===== config.mk =====
export PLATFORM = sky130hd
export DESIGN_NAME = wb_slave_router
export DESIGN_NICKNAME = d
export VERILOG_FILES = /design/src/rtl/wb_router_pkg.sv /design/src/rtl/wb_router_decode.sv /design/src/rtl/wb_slave_router.sv
export SDC_FILE = /design/constraint.sdc
export NUM_CORES = 1
export LEC_CHECK = 0
export ABC_CLOCK_PERIOD_IN_PS = 6350
export CORE_MARGIN = 1
export CORE_UTILIZATION = 41
export DETAILED_ROUTE_END_ITERATION = 10
export PLACE_DENSITY = 0.82
export SLEW_MARGIN = 5
export SYNTH_ARGS = -nofsm -noshare
export SYNTH_HDL_FRONTEND = slang
export SYNTH_SLANG_ARGS = --single-unit

===== constraint.sdc =====
create_clock -name wb_clk_i -period 6.35 [get_ports wb_clk_i]
set_clock_uncertainty 0.15 [all_clocks]
set_input_delay 1.27 -clock wb_clk_i [delete_from_list [all_inputs] [get_ports wb_clk_i]]
set_output_delay 1.27 -clock wb_clk_i [all_outputs]
set_load 0.02 [all_outputs]

===== src/rtl/wb_router_pkg.sv =====
// Shared types and constants for the Wishbone slave router.
// Holds the FSM state encoding, the error read-back word and the sticky error bit indices.
package wb_router_pkg;

  typedef enum logic [1:0] {
    ST_IDLE = 2'd0,
    ST_FWD  = 2'd1,
    ST_RESP = 2'd2
  } state_t;

  localparam logic [31:0] ERR_DATA    = 32'hDEAD_BEEF;
  localparam int          ERR_DECODE  = 0;
  localparam int          ERR_TIMEOUT = 1;

  // Wide enough for the largest permitted timeout of 65535 cycles.
  localparam int          TMO_CNT_W   = 16;

  // A new error in the same cycle as a clear keeps its bit set.
  function automatic logic [1:0] err_next(input logic [1:0] cur,
                                          input logic       clr,
                                          input logic [1:0] set);
    return (clr ? 2'b00 : cur) | set;
  endfunction

endpackage


===== src/rtl/wb_router_decode.sv =====
// Address decoder for wb_slave_router: maps the upper address bits to {hit, slave index}.
// Purely combinational; only bits [31:SLV_SHIFT] take part in the decision.
module wb_router_decode
  import wb_router_pkg::*;
#(
  parameter int         NSLV      = 4,
  parameter logic [7:0] BASE_HI   = 8'h30,
  parameter int         SLV_SHIFT = 12,
  parameter int         IDXW      = 2
) (
  input  logic [31-SLV_SHIFT:0] adr_hi,
  output logic                  hit,
  output logic [IDXW-1:0]       idx
);

  logic upper_zero;
  logic base_ok;
  logic idx_ok;

  // Bits between the slave index field and the base byte must be clear.
  always_comb begin
    upper_zero = 1'b1;
    for (int b = IDXW; b < 24 - SLV_SHIFT; b++) begin
      if (adr_hi[b]) upper_zero = 1'b0;
    end
  end

  assign idx     = adr_hi[IDXW-1:0];
  assign base_ok = (adr_hi[31-SLV_SHIFT -: 8] == BASE_HI);
  assign idx_ok  = (int'(idx) < NSLV);
  assign hit     = base_ok && upper_zero && idx_ok;

endmodule


===== src/rtl/wb_slave_router.sv =====
// Wishbone classic router: forwards each upstream transfer to one of NSLV slaves and returns
// a single registered ack. Macro WB_ROUTER_IRQ_EN enables err_irq_o; otherwise it is tied low.
module wb_slave_router
  import wb_router_pkg::*;
#(
  parameter int         NSLV      = 4,
  parameter logic [7:0] BASE_HI   = 8'h30,
  parameter int         SLV_SHIFT = 12,
  parameter int         TIMEOUT   = 255
) (
  input  logic                 wb_clk_i,
  input  logic                 wb_rst_i,
  input  logic                 wbs_cyc_i,
  input  logic                 wbs_stb_i,
  input  logic                 wbs_we_i,
  input  logic [3:0]           wbs_sel_i,
  input  logic [31:0]          wbs_adr_i,
  input  logic [31:0]          wbs_dat_i,
  output logic                 wbs_ack_o,
  output logic [31:0]          wbs_dat_o,
  output logic [NSLV-1:0]      m_cyc_o,
  output logic [NSLV-1:0]      m_stb_o,
  output logic                 m_we_o,
  output logic [3:0]           m_sel_o,
  output logic [31:0]          m_adr_o,
  output logic [31:0]          m_dat_o,
  input  logic [32*NSLV-1:0]   m_dat_i,
  input  logic [NSLV-1:0]      m_ack_i,
  output logic [1:0]           err_status_o,
  input  logic                 err_clr_i,
  output logic                 err_irq_o
);

  localparam int IDXW = $clog2(NSLV);

  state_t                 state_q, state_d;
  logic [TMO_CNT_W-1:0]   cnt_q, cnt_d;
  logic [IDXW-1:0]        idx_q, idx_d;
  logic [NSLV-1:0]        sel_oh_q, sel_oh_d;
  logic                   m_we_d;
  logic [3:0]             m_sel_d;
  logic [31:0]            m_adr_d;
  logic [31:0]            m_dat_d;
  logic [31:0]            rdat_d;
  logic                   ack_d;
  logic [1:0]             err_set;
  logic [1:0]             err_d;

  logic                   dec_hit;
  logic [IDXW-1:0]        dec_idx;
  logic [31:0]            slv_dat [NSLV];
  logic                   slv_ack;
  logic [31:0]            slv_rdat;
  logic                   timed_out;

  wb_router_decode #(
    .NSLV      (NSLV),
    .BASE_HI   (BASE_HI),
    .SLV_SHIFT (SLV_SHIFT),
    .IDXW      (IDXW)
  ) u_decode (
    .adr_hi (wbs_adr_i[31:SLV_SHIFT]),
    .hit    (dec_hit),
    .idx    (dec_idx)
  );

  for (genvar g = 0; g < NSLV; g++) begin : g_slv
    assign slv_dat[g] = m_dat_i[32*g +: 32];
  end

  // Only the latched slave's ack and data are ever looked at.
  assign slv_ack   = m_ack_i[idx_q];
  assign slv_rdat  = slv_dat[idx_q];
  assign timed_out = (cnt_q == TMO_CNT_W'(TIMEOUT));

  assign m_cyc_o   = sel_oh_q;
  assign m_stb_o   = sel_oh_q;

  always_comb begin
    state_d  = state_q;
    cnt_d    = cnt_q;
    idx_d    = idx_q;
    sel_oh_d = sel_oh_q;
    m_we_d   = m_we_o;
    m_sel_d  = m_sel_o;
    m_adr_d  = m_adr_o;
    m_dat_d  = m_dat_o;
    rdat_d   = wbs_dat_o;
    ack_d    = 1'b0;
    err_set  = 2'b00;
    case (state_q)
      ST_IDLE: begin
        if (wbs_cyc_i && wbs_stb_i) begin
          m_we_d  = wbs_we_i;
          m_sel_d = wbs_sel_i;
          m_adr_d = wbs_adr_i;
          m_dat_d = wbs_dat_i;
          cnt_d   = '0;
          if (dec_hit) begin
            state_d = ST_FWD;
            idx_d   = dec_idx;
            for (int i = 0; i < NSLV; i++) begin
              sel_oh_d[i] = (dec_idx == IDXW'(i));
            end
          end else begin
            state_d              = ST_RESP;
            rdat_d               = ERR_DATA;
            ack_d                = 1'b1;
            err_set[ERR_DECODE]  = 1'b1;
          end
        end
      end
      ST_FWD: begin
        // Master abort beats everything; a slave ack beats the timeout.
        if (!wbs_cyc_i) begin
          state_d  = ST_IDLE;
          sel_oh_d = '0;
          cnt_d    = '0;
        end else if (slv_ack) begin
          state_d  = ST_RESP;
          sel_oh_d = '0;
          cnt_d    = '0;
          rdat_d   = m_we_o ? 32'h0 : slv_rdat;
          ack_d    = 1'b1;
        end else if (timed_out) begin
          state_d              = ST_RESP;
          sel_oh_d             = '0;
          cnt_d                = '0;
          rdat_d               = ERR_DATA;
          ack_d                = 1'b1;
          err_set[ERR_TIMEOUT] = 1'b1;
        end else begin
          cnt_d = cnt_q + 1'b1;
        end
      end
      ST_RESP: begin
        state_d = ST_IDLE;
      end
      default: begin
        state_d  = ST_IDLE;
        sel_oh_d = '0;
        cnt_d    = '0;
      end
    endcase
  end

  assign err_d = err_next(err_status_o, err_clr_i, err_set);

  always_ff @(posedge wb_clk_i or posedge wb_rst_i) begin
    if (wb_rst_i) begin
      state_q      <= ST_IDLE;
      cnt_q        <= '0;
      idx_q        <= '0;
      sel_oh_q     <= '0;
      m_we_o       <= 1'b0;
      m_sel_o      <= 4'h0;
      m_adr_o      <= 32'h0;
      m_dat_o      <= 32'h0;
      wbs_dat_o    <= 32'h0;
      wbs_ack_o    <= 1'b0;
      err_status_o <= 2'b00;
    end else begin
      state_q      <= state_d;
      cnt_q        <= cnt_d;
      idx_q        <= idx_d;
      sel_oh_q     <= sel_oh_d;
      m_we_o       <= m_we_d;
      m_sel_o      <= m_sel_d;
      m_adr_o      <= m_adr_d;
      m_dat_o      <= m_dat_d;
      wbs_dat_o    <= rdat_d;
      wbs_ack_o    <= ack_d;
      err_status_o <= err_d;
    end
  end

`ifdef WB_ROUTER_IRQ_EN
  always_ff @(posedge wb_clk_i or posedge wb_rst_i) begin
    if (wb_rst_i) err_irq_o <= 1'b0;
    else          err_irq_o <= |err_d;
  end
`else
  assign err_irq_o = 1'b0;
`endif

endmodule

## Word-level counts from Yosys, hierarchy flattened

Cells that the tools add are included.

- Bits in registers: 128
- Input bits: 206

- Add/sub/neg operators: 1
- Order comparisons: 2
- Equality and inequality tests: 13
- Mux-type cells: 50
- Bitwise gates (word level): 3
- Reduce and logical (&&, ||, !) cells: 11

Operators with widths:

| operator | number |
|---|---|
| two-way mux 32 bit | 8 |
| binary-select mux 32 bit (select 2 bit) | 1 |
| two-way mux 16 bit | 4 |
| one-hot mux 32 bit (2 select lines) | 1 |
| one-hot mux 16 bit (3 select lines) | 1 |
| two-way mux 1 bit | 20 |
| two-way mux 4 bit | 5 |
| adder 16 x 1 -> 16 bit, second input constant | 1 |
| == test 16 x 8 -> 1 bit, second input constant | 1 |
| two-way mux 2 bit | 6 |
| one-hot mux 4 bit (3 select lines) | 1 |
| == test 8 x 6 -> 1 bit, second input constant | 1 |
| inequality test 2 bit, second input constant | 4 |
| == test 2 bit, second input constant | 3 |
| AND reduction 2 bit | 3 |
| AND reduction 5 bit | 1 |
| == test 2 x 1 -> 1 bit, second input constant | 2 |
| logical NOT 2 bit | 2 |
| inequality test 4 bit, second input constant | 1 |
| one-hot mux 2 bit (2 select lines) | 1 |
| AND reduction 4 bit | 1 |
| >= comparator 3 bit, second input constant | 1 |
| < comparator 2 x 3 -> 1 bit, second input constant | 1 |
| inequality test 3 bit, second input constant | 1 |
| 8 further kinds | 9 |

## Depth between registers and ports, before layout

Gate-level depths: netlist of run 1.

- Depth in word-level cells: 15
- Mapped depth: 7
- Mapped depth without buffers: 6

## Cells and area by module

Synthesis of run 1 repeated with hierarchy kept, for this count alone.

- Cells, all modules: 439
- Area total of the unflattened synthesis: 6069.6 µm²

Modules (own cells, without submodules):

| module | times used | cells an instance | area an instance (µm²) | seq. area each (µm²) |
|---|---|---|---|---|
| wb_slave_router | 1 | 429 | 6007.0 | 3203.1 |
| wb_router_decode | 1 | 10 | 62.6 | 0.0 |

## Least setup slack after synthesis of run 1

OpenSTA, ideal clock, no wires.

- Path type: input-to-reg
- Start point: input port wbs_adr_i[19]
- End point: register wbs_dat_o[10]
- Library setup time: 0.125 ns
- Arrival: 2.799 ns
- Data required time: 6.075 ns
- Setup slack: 3.276 ns
- Cell stages on the path: 5
- Buffers on the path: 1
- Path through: or4_1 nor3_2 a211oi_4 buf_6 mux2_4

- Cells in the longest elaborated chain, start to end: 8

Ends and longest elaborated chain:

| element | RTL line | text |
|---|---|---|
| start, declared | wb_slave_router.sv:17 | `input logic [31:0] wbs_adr_i,` |
| two-way mux 1 bit (5 in series) | wb_router_decode.sv:24 | `if (adr_hi[b]) upper_zero = 1'b0;` |
| logical AND 1 bit | wb_router_decode.sv:31 | `assign hit = base_ok && upper_zero && idx_ok;` |
| inequality test 2 bit (no line) | - |  |
| AND reduction 5 bit (no line) | - |  |
| end signal, assigned | wb_slave_router.sv:171 | `wbs_dat_o <= rdat_d;` |
| end, declared | wb_slave_router.sv:20 | `output logic [31:0] wbs_dat_o,` |

No other way between the ends.
A chain may end at the register's enable or synchronous reset.

## Worst setup path in the final report of run 1

- Start point: input port wbs_adr_i[15]
- End point: register wbs_dat_o[11]

- Cells in the longest elaborated chain, start to end: 12

Ends and longest elaborated chain:

| element | RTL line |
|---|---|
| two-way mux 1 bit (9 in series) | wb_router_decode.sv:24 |
| logical AND 1 bit | wb_router_decode.sv:31 |
| inequality test 2 bit (no line) | - |
| AND reduction 5 bit (no line) | - |

No other way between the ends.

==> flow_summary.yaml, run 1 <==
run_status:
  status: "complete, no violations"
worst_hold_path:
  worstHoldStart: "m_sel_o[0]$_DFFE_PP0P_"
  min_delay_path_depth: 1
  min_to: "m_sel_o[0]$_DFFE_PP0P_"
  hold_class: "register to register"
flow_run:
  timing.max_cap.violations: 0
timing:
  unrepaired_setup_endpoints_after_global_routing: "false"
  fin_setup_tns_ns: 0
  hold_viol: 0
  fmaxAchievable_mhz: 284
  post-route-min-period_ns: 3.53
  worst_pin_slew_ns: 0.963
  fin_crit_share: 0.555
  drv_slew: 0
  setup_violations: 0
  fin_ws_ns: 2.82
  hold_ws_ns: 0.354
  slew_headroom: 0.358
drt:
  via_per_inst: 5.27
  drt_iter0_markers: 239
  firstDrtPassIters: 5
  remaining_antenna_violation_count: 0
  routed_wire_length_per_instance_um: 20.0
  route.detailed.drc: 0
  route.vias.total: 5150
  wl_um: 19500
power:
  p_clk_frac: 0.395
  netSwitchingPower_mw: 0.685
  sw_frac_of_total: 0.274
  finalPower_mw: 2.50
  power.density_cell_area_mw_per_mm2: 244
  max-vdd-ir-drop_uv: 212
  combinational_power_share: 0.225
  power_frac_seq: 0.379
  internal_power_mw: 1.82
  p_leak_nw: 4.09
cells_and_area:
  postLayoutCoreUtil: 0.676
  layout-drive-gt1-share: 0.231
  area_growth_syn_to_layout_pct: 61.3
  n_antenna_cell: 0
  fin_area_mm2: 0.0102
  finalNetCount: 983
  area.sequential_mm2: 0.00320
  fillers: 1070
  final_cell_count_no_fill: 977
  multi_input_comb_area_mm2: 0.00286
place:
  detailed_place_hpwl_um: 15000
  placedInstanceArea_mm2: 0.00964
  dpl_worst_slack_ns: 2.41
  placed_cells: 945
  routabilityCongestion: 0.879
  io_buffer_count: 317
setup_path:
  critical_path.max_fanout: 33
  worst_r2r_path_depth: 7
  capture_instance_of_the_worst_register_to_register_path: "wbs_dat_o[11]$_DFFE_PP0P_"
  regToRegSetupSlack_ns: 3.36
  crit_type: "input pin to register"
  timing.rr.start: "idx_q[0]$_DFFE_PP0P_"
  required_ns: 6.49
  cp.arrival_ns: 3.67
  crit_path_end_kind: "register"
  worst_setup_path_start_kind: "input pin"
clock_tree:
  cts_repair_resize_count: 0
  max-clock-path-buffers: 2
  cts.htree.levels: 4
  clkLatencyLatePin_ns: 0.41
  tritoncts_clock_tree: "yes"
  cts_buffers: 17
  clkSlewWorstSetupHoldPaths_ns: 0.06
  cts.root.buffer_cell: "clkbuf_16"
  post-cts-setup-buffers: 0
  cts.hold.buffers_added: 0
  cts.sinks: 128
floorplan:
  floorplan.io_pins: 319
  floorplan.core_area_mm2: 0.0151
  dieArea_mm2: 0.0160
  width_of_the_die_um: 126
  die_h_um: 126
  floorplan.rows: 45
  floorplan.initialDensity: 0.419
grt:
  globalRouteTotalUtil: 0.255
  antenna_found_initial: 0
  grt_pass1_vias: 5818
  grt_start_max_net_pins: 80
  grt_overflow: 0
  grt_first_pass_wirelength_um: 30800
yosys:
  post_synth_num_cell_types: 45
  yosys-mux-area-fraction: 0.320
  synth_warnings: 0
  post_synth_fa_ha_maj_area_fraction: 0.00197
  postSynthCellCount: 464
  synth.avg_cell_area_um2: 13.7
  yosys.area_share.xor_xnor: 0.00690
  synthArstFlopShare: 1.00
  yosysSeqAreaShare: 0.505
  synth.ff_latch_count: 128
  most_instantiated_flip_flop_cell_in_the_synthesis_netlist: "dfrtp_1"
  post_synth_and_or_nand_nor_area_fraction: 0.0666
  synth-edff-count: 0
  netlist_area_mm2: 0.00635
  synthesis.nets: 671
  synth_compound_gate_area_share: 0.0540
  dominant_combinational_cell_family_by_area_after_synthesis: "multiplexers"
## layer usage
metal  vias to the layer above  global-route usage  wire length, um
met5                         -                   0                0
met4                         0              0.0992              592
met3                        44              0.0709             1100
met2                       203               0.453            10500
met1                      2596               0.292             7370
li1                       2307                   -                -
## power groups by stage
| stage | sequential (mW) | combinational, mW | clock [mW] |
|---|---|---|---|
| floorplan | 1.05 | 0.139 | 0 |
| global placement | 0.956 | 0.553 | 0 |
| detailed placement | 0.963 | 0.565 | 0 |
| CTS | 0.950 | 0.568 | 1.01 |
| global route | 0.959 | 0.592 | 1.04 |
| finish | 0.950 | 0.564 | 0.989 |
## worst max path at each step
stage,from,endpoint,slack [ns],cells past startpoint
floorplan,wb_rst_i,cnt_q[0]$_DFFE_PP0P_,1.52,1
global placement,wbs_adr_i[19],wbs_dat_o[2]$_DFFE_PP0P_,2.51,6
detailed placement,wbs_adr_i[15],wbs_dat_o[13]$_DFFE_PP0P_,2.41,7
CTS,wbs_adr_i[15],wbs_dat_o[13]$_DFFE_PP0P_,2.85,7
global route,wbs_adr_i[24],wbs_dat_o[11]$_DFFE_PP0P_,2.67,7
finish,wbs_adr_i[15],wbs_dat_o[11]$_DFFE_PP0P_,2.82,7
## critical path, stage by stage
cell and delay (ns):
clkdlybuf4s50_1 0.42, nor4_1 0.48, nand4_1 0.19, nor3_2 0.47, a211oi_4 0.12, buf_4 0.32
mux2_4 0.37
## cells in the final DEF (no fill, tap or decap), types with 10 or more instances in the layout
cell | Yosys | routed
clkdlybuf4s50_1 | 0 | 317
dfrtp_1 | 128 | 127
mux2_2 | 74 | 74
o21ai_0 | 34 | 34
mux4_2 | 33 | 33
inv_1 | 32 | 31
mux2_4 | 29 | 29
clkbuf_16 | 0 | 17
nor2_1 | 14 | 14
nand2_1 | 13 | 13
nor2b_1 | 10 | 10
## sequential cells by signal (all words and copies together), names as in the netlist
name / flops
m_adr_o: 32
m_dat_o: 32
wbs_dat_o: 32
cnt_q: 16
m_cyc_o: 4
m_sel_o: 4
err_status_o: 2
idx_q: 2
state_q: 2
m_we_o: 1
wbs_ack_o: 1
## layout make-up
type,count,area share
Multi-Input combinational cell,274,0.280
Clock buffer,17,0.0415
Inverter,32,0.0120
Sequential cell,128,0.313
Clock inverter,15,0.0169
Timing Repair Buffer,323,0.314
Tap cell,188,0.0230
## kinds of logic after synthesis
kind of cell               Yosys count
DFF                                128
and+or+nand+nor                     74
other                                1
xor gates and xnor gates             5
buffers and inverters               62
muxes                              138
adders and majority gates            1
AOI/OAI and AO/OA                   55
## cell usage after synthesis, types with 2 or more instances
cell type	instances	area (um2)
mux2i_1	2	20.0
nand2b_1	2	12.5
nor3_1	5	25.0
buf_2	4	20.0
inv_1	32	120
o22ai_1	2	12.5
and4_1	3	26.3
and3_1	6	37.5
nand3_1	4	20.0
clkbuf_1	17	63.8
nand2_1	13	48.8
nor4_1	5	31.3
a22o_1	2	17.5
buf_6	4	45.0
or3_1	2	12.5
dfrtp_1	128	3200
nor2_1	14	52.6
buf_4	5	37.5
a32o_1	4	40.0
mux2_4	29	435
o31ai_1	2	15.0
o21ai_0	34	170
xnor2_1	4	35.0
mux2_2	74	833
nand4_1	2	12.5
nor2b_1	10	62.6
a21oi_1	5	25.0
mux4_2	33	743
Power figures use the tool's default switching activity.
==> inputs of run 2 (changes only) <==
Settings changed: ABC_CLOCK_PERIOD_IN_PS 6350 to 3600.
Clock period 6.35 ns to 3.6 ns, I/O delays scaled along.
==> run 2 against run 1 <==
Non-clock buffer count increased by 3. Highest routed layer unchanged. Clock-buffer cell count increased by 4. Power is 81% higher. Critical path type unchanged. Hold slack got worse by 0.0067 ns. Design area increased by 1.1%. Wire length decreased by 0.28%. Critical path depth decreased by 1.
==> flow_summary.yaml, run 2 (synthesis gave the netlist of run 1 again) <==
timing:
  worst_pin_slew_ns: 0.822
  fin_setup_tns_ns: 0
  fin_ws_ns: 0.798
  setup_violations: 0
  fmaxAchievable_mhz: 357
  slew_headroom: 0.451
  post-route-min-period_ns: 2.80
  unrepaired_setup_endpoints_after_global_routing: "false"
  fin_crit_share: 0.778
  drv_slew: 0
  hold_viol: 0
floorplan:
  die_h_um: 126
  floorplan.rows: 45
  floorplan.io_pins: 319
  width_of_the_die_um: 126
  dieArea_mm2: 0.0160
  floorplan.core_area_mm2: 0.0151
  floorplan.initialDensity: 0.419
power:
  sw_frac_of_total: 0.251
  max-vdd-ir-drop_uv: 380
  p_leak_nw: 4.13
  power_frac_seq: 0.367
  p_clk_frac: 0.409
  power.density_cell_area_mw_per_mm2: 437
  internal_power_mw: 3.39
  combinational_power_share: 0.223
  netSwitchingPower_mw: 1.14
grt:
  grt_pass1_vias: 5605
  antenna_found_initial: 0
  grt_start_max_net_pins: 71
  grt_overflow: 0
  grt_first_pass_wirelength_um: 30800
  globalRouteTotalUtil: 0.257
cells_and_area:
  finalNetCount: 986
  area_growth_syn_to_layout_pct: 63.1
  layout_common_cells: "317 x clkdlybuf4s50_1, 127 x dfrtp_1, 74 x mux2_2, 34 x o21ai_0, 33 x mux4_2"
  top_regs: "m_adr_o x32, m_dat_o x32, wbs_dat_o x32"
  postLayoutCoreUtil: 0.683
  commonest_non_fill_non_tap_cell_in_the_layout: "clkdlybuf4s50_1"
  layout-drive-gt1-share: 0.232
  n_antenna_cell: 0
  fillers: 1034
  multi_input_comb_area_mm2: 0.00286
  area.sequential_mm2: 0.00320
clock_tree:
  clkLatencyLatePin_ns: 0.41
  cts_repair_resize_count: 0
  clkSlewWorstSetupHoldPaths_ns: 0.05
  cts.hold.buffers_added: 0
  post-cts-setup-buffers: 0
  cts.root.buffer_cell: "clkbuf_16"
  tritoncts_clock_tree: "yes"
  cts.htree.levels: 4
  max-clock-path-buffers: 2
  cts.sinks: 128
  cts_buffers: 17
place:
  dpl_worst_slack_ns: 0.376
  io_buffer_count: 317
  detailed_place_hpwl_um: 15100
  routabilityCongestion: 0.962
setup_path:
  worst_setup_path_start_kind: "input pin"
  worst_r2r_path_depth: 7
  required_ns: 3.74
  crit_type: "input pin to register"
  critical_path.max_fanout: 33
  regToRegSetupSlack_ns: 0.86
  timing.rr.start: "cnt_q[0]$_DFFE_PP0P_"
  capture_instance_of_the_worst_register_to_register_path: "wbs_dat_o[30]$_DFFE_PP0P_"
  cp.arrival_ns: 2.94
  crit_path_end_kind: "register"
worst_hold_path:
  min_to: "err_status_o[0]$_DFF_PP0_"
  worstHoldStart: "err_status_o[0]$_DFF_PP0_"
  min_delay_path_depth: 2
  hold_class: "register to register"
drt:
  firstDrtPassIters: 4
  routed_wire_length_per_instance_um: 19.9
  remaining_antenna_violation_count: 0
  via_per_inst: 5.18
  route.vias.total: 5073
  drt_iter0_markers: 211
  route.detailed.drc: 0
  wl_um: 19500
flow_run:
  timing.max_cap.violations: 0
run_status:
  status: "complete, no violations"
run 2: changes by cell type in the layout (fill, tap and decap cells not counted), sizes merged:
cell	delta
inv	-8
clkbuf	+4
buf	+3
bufinv	+2
clkinvlp	+2
run 2: final cells by class:
type | instances | share of cell area
clock inverter | 11 | 0.0170
inverter | 32 | 0.0120
sequential | 128 | 0.310
multi-input combinational | 274 | 0.277
clock buffer | 21 | 0.0454
tap | 188 | 0.0227
timing repair buffer | 326 | 0.317
run 2: power by group through the flow:
stage	logic (mW)	clock network, mW	registers [mW]
after global routing	1.06	1.95	1.68
final	1.01	1.85	1.66
after CTS	1.02	1.89	1.66
after floorplan	0.245	0	1.85
after global placement	0.996	0	1.68
after detailed placement	1.01	0	1.69
run 2: metal layers:
layer | global-route usage | share of wire | vias up
met5 | 0 | 0 | -
met4 | 0.116 | 0.032 | 0
met3 | 0.0578 | 0.043 | 40
met2 | 0.431 | 0.52 | 166
met1 | 0.319 | 0.40 | 2543
li1 | - | - | 2324
run 2: through the flow:
stage	hold slack [ns]	cell area [um2]	power, mW	instances
2_1_floorplan	0.315	6350	2.10	464
3_3_place_gp	0.338	9700	2.67	948
3_5_place_dp	0.333	9700	2.70	948
4_1_cts	0.354	10400	4.57	980
5_1_grt	0.369	10400	4.70	980
6_report	0.347	10400	4.53	980
run 2: worst max-delay path, cell delays in order:
cell	delay (ns)
clkdlybuf4s50_1	0.47
or4_1	0.58
nor3_2	0.36
a211oi_4	0.10
buf_4	0.33
mux2_4	0.37
run 2: how the worst max path moves through the flow:
stage / startpoint / end / slack (ns)
floorplan: wbs_adr_i[19] / wbs_dat_o[10]$_DFFE_PP0P_ / 1.08
global placement: wbs_adr_i[19] / wbs_dat_o[4]$_DFFE_PP0P_ / 0.41
detailed placement: wbs_adr_i[19] / wbs_dat_o[17]$_DFFE_PP0P_ / 0.38
CTS: wbs_adr_i[19] / wbs_dat_o[9]$_DFFE_PP0P_ / 0.81
global route: cnt_q[0]$_DFFE_PP0P_ / wbs_dat_o[30]$_DFFE_PP0P_ / 0.73
finish: wbs_adr_i[19] / wbs_dat_o[17]$_DFFE_PP0P_ / 0.80
==> inputs of run 3 (changes only) <==
Settings changed: ABC_CLOCK_PERIOD_IN_PS 3600 to 2400, CORE_UTILIZATION 41 to 37, PLACE_DENSITY 0.82 to 0.78.
Clock period 3.6 ns to 2.4 ns, I/O delays scaled along.
==> run 3 against run 2 <==
Critical path depth rose by 2. Power increased by 45%. Setup slack got worse by 0.74 ns. Non-clock buffer count grew 36.
==> flow_summary.yaml, run 3 (synthesis gave the netlist of run 1 again) <==
flow_run:
  timing.max_cap.violations: 0
setup_path:
  crit_type: "input pin to register"
  setup.worst_path.start: "m_ack_i[0]"
  crit_path_end: "wbs_dat_o[15]$_DFFE_PP0P_"
  critical_path.max_fanout: 11
  capture_instance_of_the_worst_register_to_register_path: "wbs_dat_o[15]$_DFFE_PP0P_"
  crit_path_end_kind: "register"
  cpMaxStageDelayCell: "mux4_2"
  critical_path_cell_count: 8
  cp.arrival_ns: 2.48
  path_delay_family: "multiplexers"
  critical_path.cell_chain: "clkdlybuf4s50_1, mux4_2, or2_4, nor2_8, a211oi_4, buf_6, clkbuf_16, mux2_4"
  max_incr_delay_on_cp_ns: 0.51
  required_ns: 2.54
  timing.rr.start: "idx_q[0]$_DFFE_PP0P_"
  regToRegSetupSlack_ns: 0.08
  worst_r2r_path_depth: 7
  cp_num_buf_inv: 3
  worst_setup_path_start_kind: "input pin"
clock_tree:
  cts.sinks: 128
  max-clock-path-buffers: 2
  tritoncts_clock_tree: "yes"
  clkSlewWorstSetupHoldPaths_ns: 0.06
  cts_buffers: 17
  cts.htree.levels: 4
  cts.root.buffer_cell: "clkbuf_16"
  clkLatencyLatePin_ns: 0.41
floorplan:
  dieArea_mm2: 0.0177
  width_of_the_die_um: 133
  floorplan.io_pins: 319
  floorplan.initialDensity: 0.381
  floorplan.core_area_mm2: 0.0166
  die_h_um: 133
  floorplan.rows: 47
power:
  p_clk_frac: 0.385
  power_frac_seq: 0.380
  p_leak_nw: 4.31
  power.density_cell_area_mw_per_mm2: 615
  sw_frac_of_total: 0.258
  internal_power_mw: 4.87
  combinational_power_share: 0.235
  max-vdd-ir-drop_uv: 489
  netSwitchingPower_mw: 1.69
cells_and_area:
  commonest_non_fill_non_tap_cell_in_the_layout: "clkdlybuf4s50_1"
  fin_area_mm2: 0.0107
  area_growth_syn_to_layout_pct: 68.2
  finalNetCount: 1022
  fillers: 1255
  final_cell_count_no_fill: 1050
  top_regs: "m_adr_o x32, m_dat_o x32, wbs_dat_o x32"
  layout-drive-gt1-share: 0.271
  layout_common_cells: "317 x clkdlybuf4s50_1, 127 x dfrtp_1, 74 x mux2_2, 38 x buf_4, 34 x o21ai_0"
timing:
  fin_setup_tns_ns: 0
  hold_viol: 0
  post-route-min-period_ns: 2.34
  fmaxAchievable_mhz: 427
  drv_slew: 0
  slew_headroom: 0.628
  fin_crit_share: 0.977
  worst_pin_slew_ns: 0.553
  setup_violations: 0
  hold_ws_ns: 0.233
drt:
  routed_wire_length_per_instance_um: 19.3
  wl_um: 20300
  route.detailed.drc: 0
  drt_iter0_markers: 238
  route.vias.total: 5282
  via_per_inst: 5.03
  remaining_antenna_violation_count: 0
  firstDrtPassIters: 4
grt:
  globalRouteTotalUtil: 0.238
  grt_first_pass_wirelength_um: 31600
  grt_start_max_net_pins: 61
  grt_overflow: 0
  antenna_found_initial: 2
  grt_pass1_vias: 5724
place:
  io_buffer_count: 317
  placedInstanceArea_mm2: 0.0100
  routabilityCongestion: 0.977
  placed_cells: 1013
  detailed_place_hpwl_um: 15900
run_status:
  status: "complete, no violations"
worst_hold_path:
  hold_class: "input pin to asynchronous set/reset pin"
==> run 3: changes by cell type in the layout (fill, tap and decap cells not counted), moves of 2 or more <==
cell	delta
buf_12	+2
buf_4	+32
bufinv_16	-2
clkinv_2	+3
clkinv_4	+3
clkinvlp_4	-2
diode_2	+2
nor4_1	-3
nor4_2	+3
==> run 3: final cells by class <==
type | instances | area (um2) | share of cell area
antenna | 2 | 5.00 | 0.000469
multi-input combinational | 274 | 2880 | 0.270
sequential | 128 | 3200 | 0.300
clock inverter | 12 | 134 | 0.0125
timing repair buffer | 362 | 3590 | 0.337
inverter | 32 | 124 | 0.0116
clock buffer | 20 | 457 | 0.0428
tap | 220 | 275 | 0.0258
==> run 3: stage by stage <==
| step | utilization | setup slack [ns] | power [mW] |
|---|---|---|---|
| after floorplan | - | 0.0985 | 3.15 |
| after CTS | 0.637 | 0.0255 | 6.63 |
| after global routing | 0.642 | -0.0423 | 6.84 |
| after global placement | 0.602 | -0.271 | 4.03 |
| after detailed placement | 0.602 | -0.321 | 4.07 |
| final | 0.642 | 0.0562 | 6.57 |
==> run 3: layer usage <==
metal,share of wire,up-vias,GRT usage,wire [um]
met2,0.52,196,0.400,10500
met4,0.030,0,0.105,599
met3,0.053,39,0.0567,1070
met5,0,-,0,0
met1,0.40,2656,0.290,8110
li1,-,2391,-,-
==> run 3: worst register-to-register path: stages, from the launching register on <==
cell and delay, ns:
dfrtp_2 0.42, mux4_2 0.56, or2_4 0.28, nor2_8 0.10
a211oi_4 0.05, buf_6 0.15, clkbuf_16 0.18, mux2_4 0.30
==> run 3: worst min-delay path by stage <==
stage | from | depth (start not counted) | slack, ns | endpoint
after floorplan | cnt_q[4]$_DFFE_PP0P_ | 1 | 0.32 | cnt_q[4]$_DFFE_PP0P_
after global placement | m_dat_o[26]$_DFFE_PP0P_ | 1 | 0.34 | m_dat_o[26]$_DFFE_PP0P_
after detailed placement | wbs_dat_o[12]$_DFFE_PP0P_ | 1 | 0.34 | wbs_dat_o[12]$_DFFE_PP0P_
after CTS | wb_rst_i | 2 | 0.22 | m_dat_o[3]$_DFFE_PP0P_
after global routing | wb_rst_i | 2 | 0.24 | m_dat_o[6]$_DFFE_PP0P_
final | wb_rst_i | 2 | 0.23 | m_dat_o[6]$_DFFE_PP0P_
==> run 3: power by group through the flow <==
stage	clock (mW)	combinational, mW	sequential [mW]
after floorplan	0	0.368	2.78
after global placement	0	1.51	2.52
after detailed placement	0	1.54	2.53
after CTS	2.58	1.55	2.50
after global routing	2.69	1.63	2.53
final	2.53	1.54	2.50
==> run 3: timing repair <==
item | 4_1_cts | 5_1_grt
resized for setup | 1 | 5
hold buffers | 0 | 0
pin swaps | 0 | 2
setup buffers | 0 | 2
endpoints found under the setup margin | 1 | 31
gates cloned | 0 | 1
